$ cat src/rtl/nibble_serial_sub_if.sv
// Operand/result handshake bundle for the nibble-serial subtractor.
// The master side supplies the operands and the slave side returns the difference.
interface nibble_serial_sub_if #(
    parameter int NIBBLES = 4
);
    localparam int W = 4 * NIBBLES;

    logic         in_valid;
    logic         in_ready;
    logic [W-1:0] a;
    logic [W-1:0] b;
    logic         bin;
    logic         out_valid;
    logic         out_ready;
    logic [W-1:0] diff;
    logic         bout;
    logic         zero;

    modport master (
        output in_valid, a, b, bin, out_ready,
        input  in_ready, out_valid, diff, bout, zero
    );

    modport slave (
        input  in_valid, a, b, bin, out_ready,
        output in_ready, out_valid, diff, bout, zero
    );
endinterface

$ cat src/rtl/nibble_serial_sub.sv
// Nibble-serial subtractor: computes (a - b - bin) one 4-bit digit per cycle, LSB first.
// state | meaning
// IDLE  | waiting for operands, in_ready=1
// BUSY  | rippling one nibble per cycle through the 4-bit subtract stage
// DONE  | result held on diff/bout/zero until out_ready
module nibble_serial_sub #(
    parameter int NIBBLES = 4
) (
    input  logic                 clk,
    input  logic                 rst_n,
    nibble_serial_sub_if.slave   bus
);
    localparam int W  = 4 * NIBBLES;
    localparam int IW = (NIBBLES > 1) ? $clog2(NIBBLES) : 1;

    typedef enum logic [1:0] {IDLE, BUSY, DONE} state_t;

    state_t        state, state_d;
    logic [W-1:0]  a_q, b_q, diff_q;
    logic          brw, bout_q;
    logic [IW-1:0] idx;
    logic [3:0]    a_nib, b_nib, d_nib;
    logic          c, brw_n, last;

    assign a_nib = a_q[int'(idx) * 4 +: 4];
    assign b_nib = b_q[int'(idx) * 4 +: 4];
    assign last  = (idx == IW'(NIBBLES - 1));

    // single 4-bit full-subtract stage, borrow rippled bit by bit
    always_comb begin
        d_nib = '0;
        c     = brw;
        for (int i = 0; i < 4; i++) begin
            d_nib[i] = a_nib[i] ^ b_nib[i] ^ c;
            c        = (~a_nib[i] & b_nib[i]) | (~(a_nib[i] ^ b_nib[i]) & c);
        end
        brw_n = c;
    end

    always_ff @(posedge clk or negedge rst_n) begin
        if (!rst_n) state <= IDLE;
        else        state <= state_d;
    end

    always_comb begin
        state_d = state;
        case (state)
            IDLE:    if (bus.in_valid)  state_d = BUSY;
            BUSY:    if (last)          state_d = DONE;
            DONE:    if (bus.out_ready) state_d = IDLE;
            default:                    state_d = IDLE;
        endcase
    end

    always_ff @(posedge clk or negedge rst_n) begin
        if (!rst_n) begin
            a_q    <= '0;
            b_q    <= '0;
            diff_q <= '0;
            brw    <= 1'b0;
            bout_q <= 1'b0;
            idx    <= '0;
        end else begin
            case (state)
                IDLE: begin
                    if (bus.in_valid) begin
                        a_q <= bus.a;
                        b_q <= bus.b;
                        brw <= bus.bin;
                        idx <= '0;
                    end
                end
                BUSY: begin
                    diff_q[int'(idx) * 4 +: 4] <= d_nib;
                    brw <= brw_n;
                    idx <= idx + 1'b1;
                    if (last) bout_q <= brw_n;
                end
                default: ;
            endcase
        end
    end

    assign bus.in_ready  = (state == IDLE);
    assign bus.out_valid = (state == DONE);
    assign bus.diff      = diff_q;
    assign bus.bout      = bout_q;
    assign bus.zero      = (state == DONE) && (diff_q == '0);
endmodule

$ cat src/flat_wrapper.sv
// flat-port wrapper written by rule: the top's interface ports become plain ports
module nibble_serial_sub_flat 
#(
    parameter int NIBBLES = 4
)
  (clk, rst_n, bus_in_valid, bus_a, bus_b, bus_bin, bus_out_ready, bus_in_ready, bus_out_valid, bus_diff, bus_bout, bus_zero);
  nibble_serial_sub_if #(.NIBBLES(NIBBLES)) bus_i ();
  input  logic clk;
  input  logic rst_n;
  input wire logic [$bits(bus_i.in_valid)-1:0] bus_in_valid;
  input wire logic [$bits(bus_i.a)-1:0] bus_a;
  input wire logic [$bits(bus_i.b)-1:0] bus_b;
  input wire logic [$bits(bus_i.bin)-1:0] bus_bin;
  input wire logic [$bits(bus_i.out_ready)-1:0] bus_out_ready;
  output wire logic [$bits(bus_i.in_ready)-1:0] bus_in_ready;
  output wire logic [$bits(bus_i.out_valid)-1:0] bus_out_valid;
  output wire logic [$bits(bus_i.diff)-1:0] bus_diff;
  output wire logic [$bits(bus_i.bout)-1:0] bus_bout;
  output wire logic [$bits(bus_i.zero)-1:0] bus_zero;
  assign bus_i.in_valid = bus_in_valid;
  assign bus_i.a = bus_a;
  assign bus_i.b = bus_b;
  assign bus_i.bin = bus_bin;
  assign bus_i.out_ready = bus_out_ready;
  assign bus_in_ready = bus_i.in_ready;
  assign bus_out_valid = bus_i.out_valid;
  assign bus_diff = bus_i.diff;
  assign bus_bout = bus_i.bout;
  assign bus_zero = bus_i.zero;
  nibble_serial_sub #(.NIBBLES(NIBBLES)) u_core (.clk(clk), .rst_n(rst_n), .bus(bus_i));
endmodule
$ cat config.mk
export PLATFORM = sky130hd
export DESIGN_NAME = nibble_serial_sub_flat
export DESIGN_NICKNAME = d
export VERILOG_FILES = /design/src/rtl/nibble_serial_sub_if.sv /design/src/rtl/nibble_serial_sub.sv /design/src/flat_wrapper.sv
export SDC_FILE = /design/constraint.sdc
export NUM_CORES = 1
export LEC_CHECK = 0
export BUFFER_PORTS_ARGS = -buffer_cell sky130_fd_sc_hd__clkbuf_2
export CAP_MARGIN = 0
export CORE_MARGIN = 5
export CORE_UTILIZATION = 35
export CTS_BUF_LIST = sky130_fd_sc_hd__clkbuf_2
export DETAILED_ROUTE_END_ITERATION = 7
export SETUP_SLACK_MARGIN = 0.15
export SLEW_MARGIN = 40
export SYNTH_ARGS = -nofsm -noshare
export SYNTH_HDL_FRONTEND = slang
export SYNTH_SLANG_ARGS = --single-unit
$ cat constraint.sdc
create_clock -name clk -period 3.6 [get_ports clk]
set_input_delay 0.36 -clock clk [delete_from_list [all_inputs] [get_ports clk]]
set_output_delay 0.36 -clock clk [all_outputs]
set_load 0.005 [all_outputs]
==> impl_metrics.py, run 1 <==
metrics = {
    "sta": {
        "hold_viol": 0,
        "fmax_mhz": 338,
        "setup_viol": 0,
        "period_minus_slack_ns": 2.96,
        "rsz0062_at_grt": "no",
        "slew_headroom_pct": 55.4,
        "clock_skew_ns": 0.0400,
        "tightestPinTransition_ns": 0.668,
        "report.final.slew_viol_count": 0,
        "post-route-period-util_pct": 82.1,
        "totalNegativeSetupSlack_ns": 0,
    },
    "route": {
        "drtAntennaViolNets": 0,
        "drtIter0Drc": 83,
        "top_layer": "met4",
        "drcViolationCount": 0,
        "drt-met1-wl_um": 2710,
        "routedWlPerCell_um": 15.9,
        "wl_met2_um": 2440,
        "wl_met3_um": 220,
        "vias": 1626,
        "wirelength_um": 5410,
        "firstDrtPassIters": 4,
        "vias_per_cell": 4.77,
    },
    "setup_path": {
        "slowest_stage": "mux4_2",
        "cp-startpoint": "u_core.idx[0]$_DFFE_PN0P_",
        "crit_buf_inv": 4,
        "setup.worst_path.end_class": "flop",
        "cpPeakStageDelay_ns": 0.55,
        "reg2reg_from": "u_core.idx[0]$_DFFE_PN0P_",
        "worst_path_most_repeated_cell": "fa_1",
        "ff2ff_setup_slack_ns": 0.64,
        "start_kind": "flop",
        "crit_chain": "buf_4 -> mux4_2 -> fa_1 -> inv_1 -> fa_1 -> fa_1 -> inv_1 -> fa_1 -> inv_1 -> a22o_1",
        "path_max_fanout": 13,
        "cp_top_family": "adder cells",
        "worstPathArrival_ns": 3.33,
        "worstPathRequired_ns": 3.98,
        "path_class": "reg2reg",
    },
    "cts": {
        "path_clk_slew_ns": 0.28,
        "cts_tree": "built",
        "cts_setup_buffers": 0,
        "cts_htree_levels": 2,
        "root_buffer": "clkbuf_2",
        "numCtsBuffers": 5,
        "clockBufferDepth": 2,
        "clk-insertion-delay-late_ns": 0.45,
        "cts_sinks": 54,
    },
    "synthesis": {
        "synth_area_sq_mm": 0.00271,
        "yosysWarnings": 0,
        "syn_area_per_cell_sq_um": 15.1,
        "async_flop_share_pct": 100,
        "syn_nets": 226,
        "synthCells": 179,
        "yosysUniqueCellTypes": 31,
        "dominantRegCellSynth": "dfrtp_1",
        "synth-edff-count": 0,
        "ys_seq_area_share_pct": 49.8,
        "ys_ff_latch": 54,
    },
    "worst_hold_path": {
        "hold_path.class": "in2reg",
        "min-delay-start": "bus_out_ready",
    },
    "floorplanning": {
        "coreArea_sq_mm": 0.00765,
        "die_h_um": 98.0,
        "die_area_sq_mm": 0.00961,
        "fp.dieW_um": 98.0,
        "num_rows": 32,
        "start_util_pct": 35.5,
        "ios": 57,
    },
    "cells_and_area": {
        "diodes": 0,
        "fin_nets": 285,
        "fin_cells": 341,
        "fin_area_sq_mm": 0.00309,
        "syn_to_final_growth_pct": 14.1,
        "drive_gt1_share_pct": 47.3,
        "final_core_util_pct": 40.5,
    },
    "global_route": {
        "grt_pass1_wl_um": 8910,
        "grt_antenna_before_repair": 0,
        "grt_pass1_vias": 1701,
        "overflow": 0,
        "grt_max_degree": 55,
        "groute.usage.overall_pct": 11.5,
    },
    "placement": {
        "dp_cells": 332,
        "gp_congestion": 0.792,
        "place_area_sq_mm": 0.00304,
        "dpl.hpwl_um": 4050,
        "port_buffers": 56,
    },
    "power": {
        "power.density_mw_per_mm2": 979,
        "vdd_drop_max_v": 0.000403,
        "p_leak_nw": 1.51,
    },
    "job": {
        "maxCapViolCount": 0,
    },
    "status": {
        "outcome": "finished clean",
    },
}
[cell type report]
cell class                      count  area, sq um
Fill cell                         726         4550
Sequential cell                    54         1350
Multi-Input combinational cell    104         1210
Timing Repair Buffer               60          313
Tap cell                          102          128
Inverter                           13         48.8
Clock buffer                        5         25.0
Clock inverter                      3         22.5
[layer usage]
metal / up-vias / track usage (%)
met4: 0 / 3.19
met2: 38 / 17.0
met5: - / 0
met1: 814 / 17.3
met3: 4 / 2.43
li1: 770 / -
[Yosys cell counts, types with 2 or more instances]
master | number | share of area (%)
mux4_2 | 8 | 6.6
nand3_1 | 2 | 0.37
fa_1 | 4 | 3.0
mux2_2 | 4 | 1.7
o41ai_1 | 2 | 0.65
nor3_1 | 3 | 0.55
nor2b_1 | 2 | 0.46
nor4_1 | 4 | 0.92
nand2_1 | 5 | 0.69
nand3b_1 | 3 | 0.83
mux2_4 | 30 | 17
a22o_1 | 13 | 4.2
nand2b_1 | 3 | 0.69
o21ai_0 | 4 | 0.74
nor2_1 | 2 | 0.28
buf_6 | 3 | 1.2
ha_1 | 6 | 2.8
inv_1 | 13 | 1.8
buf_12 | 3 | 2.2
dfrtp_1 | 54 | 50
[logic make-up after synthesis]
logic type / after synthesis / synth area share [%]
simple gates: 29 / 7.11
flops: 54 / 49.8
buf+inv: 21 / 5.68
fa+ha+maj: 10 / 5.72
compound gates: 22 / 6.37
mux: 43 / 25.3
[power by group]
| group | total, mW | switching [mW] | internal [mW] |
|---|---|---|---|
| logic | 1.64 | 0.767 | 0.872 |
| clock network | 0.256 | 0.204 | 0.0528 |
| registers | 1.13 | 0.241 | 0.892 |
[flip-flops by register name (all words and copies together), names as in the netlist]
| signal | cells |
|---|---|
| u_core.b_q | 16 |
| u_core.bus.diff | 16 |
| u_core.idx | 2 |
| u_core.state | 2 |
| u_core.a_q | 16 |
| u_core.brw | 1 |
| u_core.bus.bout | 1 |
[repair_timing]
item	CTS	global route
hold buffers	1	0
hold endpoints to repair	43	0
gates resized for setup	0	0
[worst reg2reg max path, cell delays in order (launching register included)]
cell	delay (ns)
dfrtp_1	0.49
buf_4	0.27
mux4_2	0.55
fa_1	0.37
inv_1	0.07
fa_1	0.18
fa_1	0.17
inv_1	0.05
fa_1	0.48
inv_1	0.09
a22o_1	0.20
[path summary, 6_finish.rpt]
path,endpoint,depth (start not counted)
max,u_core.bus.diff[7]$_DFFE_PN0P_,10
min,u_core.state[1]$_DFFE_PN0P_,2
max reg2reg,u_core.bus.diff[7]$_DFFE_PN0P_,10
min reg2reg,u_core.a_q[9]$_DFFE_PN0P_,1
max in group asynchronous,u_core.a_q[0]$_DFFE_PN0P_,3
min in group asynchronous,u_core.b_q[11]$_DFFE_PN0P_,3
[through the flow]
stage | power [mW] | hold slack, ns | setup WS, ns
after floorplan | 2.36 | 0.0644 | 0.781
after global placement | 2.79 | 0.498 | 0.707
after detailed placement | 2.82 | 0.491 | 0.615
after CTS | 3.09 | 0.0437 | 0.612
after global routing | 3.30 | 0.0503 | 0.455
final | 3.03 | 0.0651 | 0.644
[placed cells by master (no fill, tap or decap), drive strengths merged, types with 5 or more instances in the layout]
master  Yosys  layout
clkbuf      1      61
a22o       13      13
mux2       34      34
nand2       5       5
ha          6       6
dfrtp      54      54
mux4        8       8
inv        13      15
No activity file was read; power rests on OpenSTA's default activity.
==> run 2: changes to the inputs <==
clock period = 2.4 ns   (was 3.6 ns; I/O delays follow)
==> run 2 against run 1 <==
Effect of this change:
- the run now ends with setup timing left
- non-clock buffer count up 44
- sequential power is 49% higher
- clock-buffer cell count did not move
- highest routed layer unchanged
- sequential cell count stayed put
- largest power group unchanged
- clock skew is 0.021 ns lower
==> impl_metrics.py, run 2 (synthesized netlist as in run 1, its figures left out) <==
metrics = {
    "route": {
        "drtIter0Drc": 74,
        "vias": 1785,
        "wirelength_um": 5930,
        "firstDrtPassIters": 4,
        "vias_per_cell": 4.64,
        "routedWlPerCell_um": 15.4,
        "drcViolationCount": 0,
        "drtAntennaViolNets": 0,
    },
    "cts": {
        "cts_htree_levels": 2,
        "clk-insertion-delay-late_ns": 0.45,
        "clockBufferDepth": 2,
        "cts_sinks": 54,
        "path_clk_slew_ns": 0.30,
        "cts_tree": "built",
        "root_buffer": "clkbuf_2",
        "numCtsBuffers": 5,
    },
    "setup_path": {
        "worstPathRequired_ns": 2.77,
        "path_max_fanout": 4,
        "crit_chain": "buf_6 -> mux4_2 -> fa_2 -> inv_2 -> fa_2 -> fa_2 -> inv_2 -> fa_2 -> inv_2 -> a22o_1",
        "start_kind": "flop",
        "path_class": "reg2reg",
        "worstPathArrival_ns": 3.15,
        "slowest_stage": "fa_2",
        "worst_path_most_repeated_cell": "fa_2",
        "setup.worst_path.end_class": "flop",
        "cpPeakStageDelay_ns": 0.53,
    },
    "global_route": {
        "grt_pass1_vias": 1894,
        "grt_pass1_wl_um": 9780,
        "overflow": 0,
        "use_met1_pct": 18.0,
        "grt_max_degree": 33,
        "grt_antenna_before_repair": 0,
        "grtUsageMet2_pct": 20.0,
        "top_usage_layer": "met2",
        "met3_usage_pct": 3.07,
        "groute.usage.overall_pct": 12.8,
    },
    "placement": {
        "dpl.hpwl_um": 4320,
        "dp_worst_setup_slack_ns": -0.296,
        "gp_congestion": 0.814,
        "port_buffers": 56,
    },
    "power": {
        "vdd_drop_max_v": 0.000627,
        "pwr-share-clk_pct": 9.8,
        "intPower_mw": 3.08,
        "comb_power_share_pct": 56.5,
        "power.density_mw_per_mm2": 1400,
        "p_leak_nw": 1.71,
        "swShare_pct": 38.2,
        "p_total_mw": 4.98,
        "seqPwrFrac_pct": 33.7,
        "switchingPower_mw": 1.90,
    },
    "sta": {
        "report.final.slew_viol_count": 0,
        "slew_headroom_pct": 71.4,
        "setup_viol": 10,
        "fin_ws_ns": -0.385,
        "period_minus_slack_ns": 2.78,
        "tightestPinTransition_ns": 0.429,
        "rsz0062_at_grt": "yes",
        "clock_skew_ns": 0.0188,
        "post-route-period-util_pct": 116,
        "hold_viol": 0,
        "fmax_mhz": 359,
    },
    "cells_and_area": {
        "final_core_util_pct": 46.6,
        "seq_area_sq_mm": 0.00135,
        "drive_gt1_share_pct": 47.7,
        "fin_nets": 329,
        "final_cell_mix": "clkbuf_2 (60), dfrtp_1 (53), dlygate4sd3_1 (33)",
        "fillerInstances": 709,
        "final_common_cell": "clkbuf_2",
        "syn_to_final_growth_pct": 31.5,
        "multi_input_area_sq_mm": 0.00122,
        "diodes": 0,
    },
    "floorplanning": {
        "fp.dieW_um": 98.0,
        "die_area_sq_mm": 0.00961,
        "die_h_um": 98.0,
        "ios": 57,
        "start_util_pct": 35.5,
        "coreArea_sq_mm": 0.00765,
        "num_rows": 32,
    },
    "status": {
        "violations": "setup timing",
        "outcome": "complete, but fails checks",
    },
    "worst_hold_path": {
        "hold_path.class": "in2reg",
    },
    "job": {
        "maxCapViolCount": 0,
    },
}
==> run 2: cell types whose count changed in the layout (fill, tap and decap cells not counted), moves of 4 or more <==
cell | previous run | this run
fa_2 | 0 | 4
dlygate4sd3_1 | 1 | 33
inv_2 | 0 | 4
fa_1 | 4 | 0
inv_1 | 13 | 9
buf_4 | 3 | 14
==> run 2: worst paths after layout <==
kind,startpoint,slack [ns],end,cells after the start
setup / recovery,u_core.idx[0]$_DFFE_PN0P_,-0.38,u_core.bus.diff[15]$_DFFE_PN0P_,10
hold / removal,bus_a[13],0.02,u_core.a_q[13]$_DFFE_PN0P_,2
setup reg to reg,u_core.idx[0]$_DFFE_PN0P_,-0.38,u_core.bus.diff[15]$_DFFE_PN0P_,10
hold reg to reg,u_core.bus.diff[0]$_DFFE_PN0P_,0.54,u_core.bus.diff[0]$_DFFE_PN0P_,2
max in group asynchronous,rst_n,1.65,u_core.a_q[5]$_DFFE_PN0P_,3
min in group asynchronous,rst_n,0.21,u_core.b_q[12]$_DFFE_PN0P_,2
==> run 2: critical path, delay by kind of cell, from the launching register on <==
kind	cells	cell delay [ns]
DFF	1	0.47
muxes	1	0.50
adders and majority gates	4	1.28
buffers and inverters	4	0.27
AOI/OAI and AO/OA	1	0.19
==> run 2: layout make-up <==
cell class                 instances  area share (%)
clock buffer                       5           0.702
clock inverter                     3            1.33
inverter                          13            1.37
multi-input combinational        104            34.3
sequential                        54            37.9
tap                              102            3.58
timing repair buffer             104            20.8
==> run 2: layer usage <==
metal  wire (um)  part of all wire, %  vias to the layer above
met5           0                    0                        -
met4          29                 0.49                        0
met3         259                  4.4                        3
met2        2780                   47                       43
met1        2860                   48                      885
li1            -                    -                      854
==> run 2: power by group through the flow <==
stage,clock (mW),combinational (mW),sequential (mW)
floorplan,0,2.05,1.58
global placement,0,2.66,1.70
detailed placement,0,2.72,1.70
CTS,0.503,2.84,1.68
global route,0.534,3.10,1.74
finish,0.489,2.82,1.68
==> run 2: per-stage QoR <==
step / cells / instance area, sq um / TNS (ns) / hold WS (ns)
after global placement: 343 / 3140 / -1.17 / 0.370
after global routing: 385 / 3570 / -2.82 / -0.00262
after CTS: 377 / 3470 / -2.01 / 0.000392
after detailed placement: 343 / 3140 / -1.53 / 0.380
final: 385 / 3570 / -2.15 / 0.0192
after floorplan: 179 / 2720 / -1.68 / -0.0556
==> run 2: repair_timing <==
item	in CTS	in global routing
buffers inserted	1	0
endpoints found under the hold margin	54	8
resized for setup	4	2
hold buffers	25	8
pin swaps	2	3
endpoints found under the setup margin	10	14
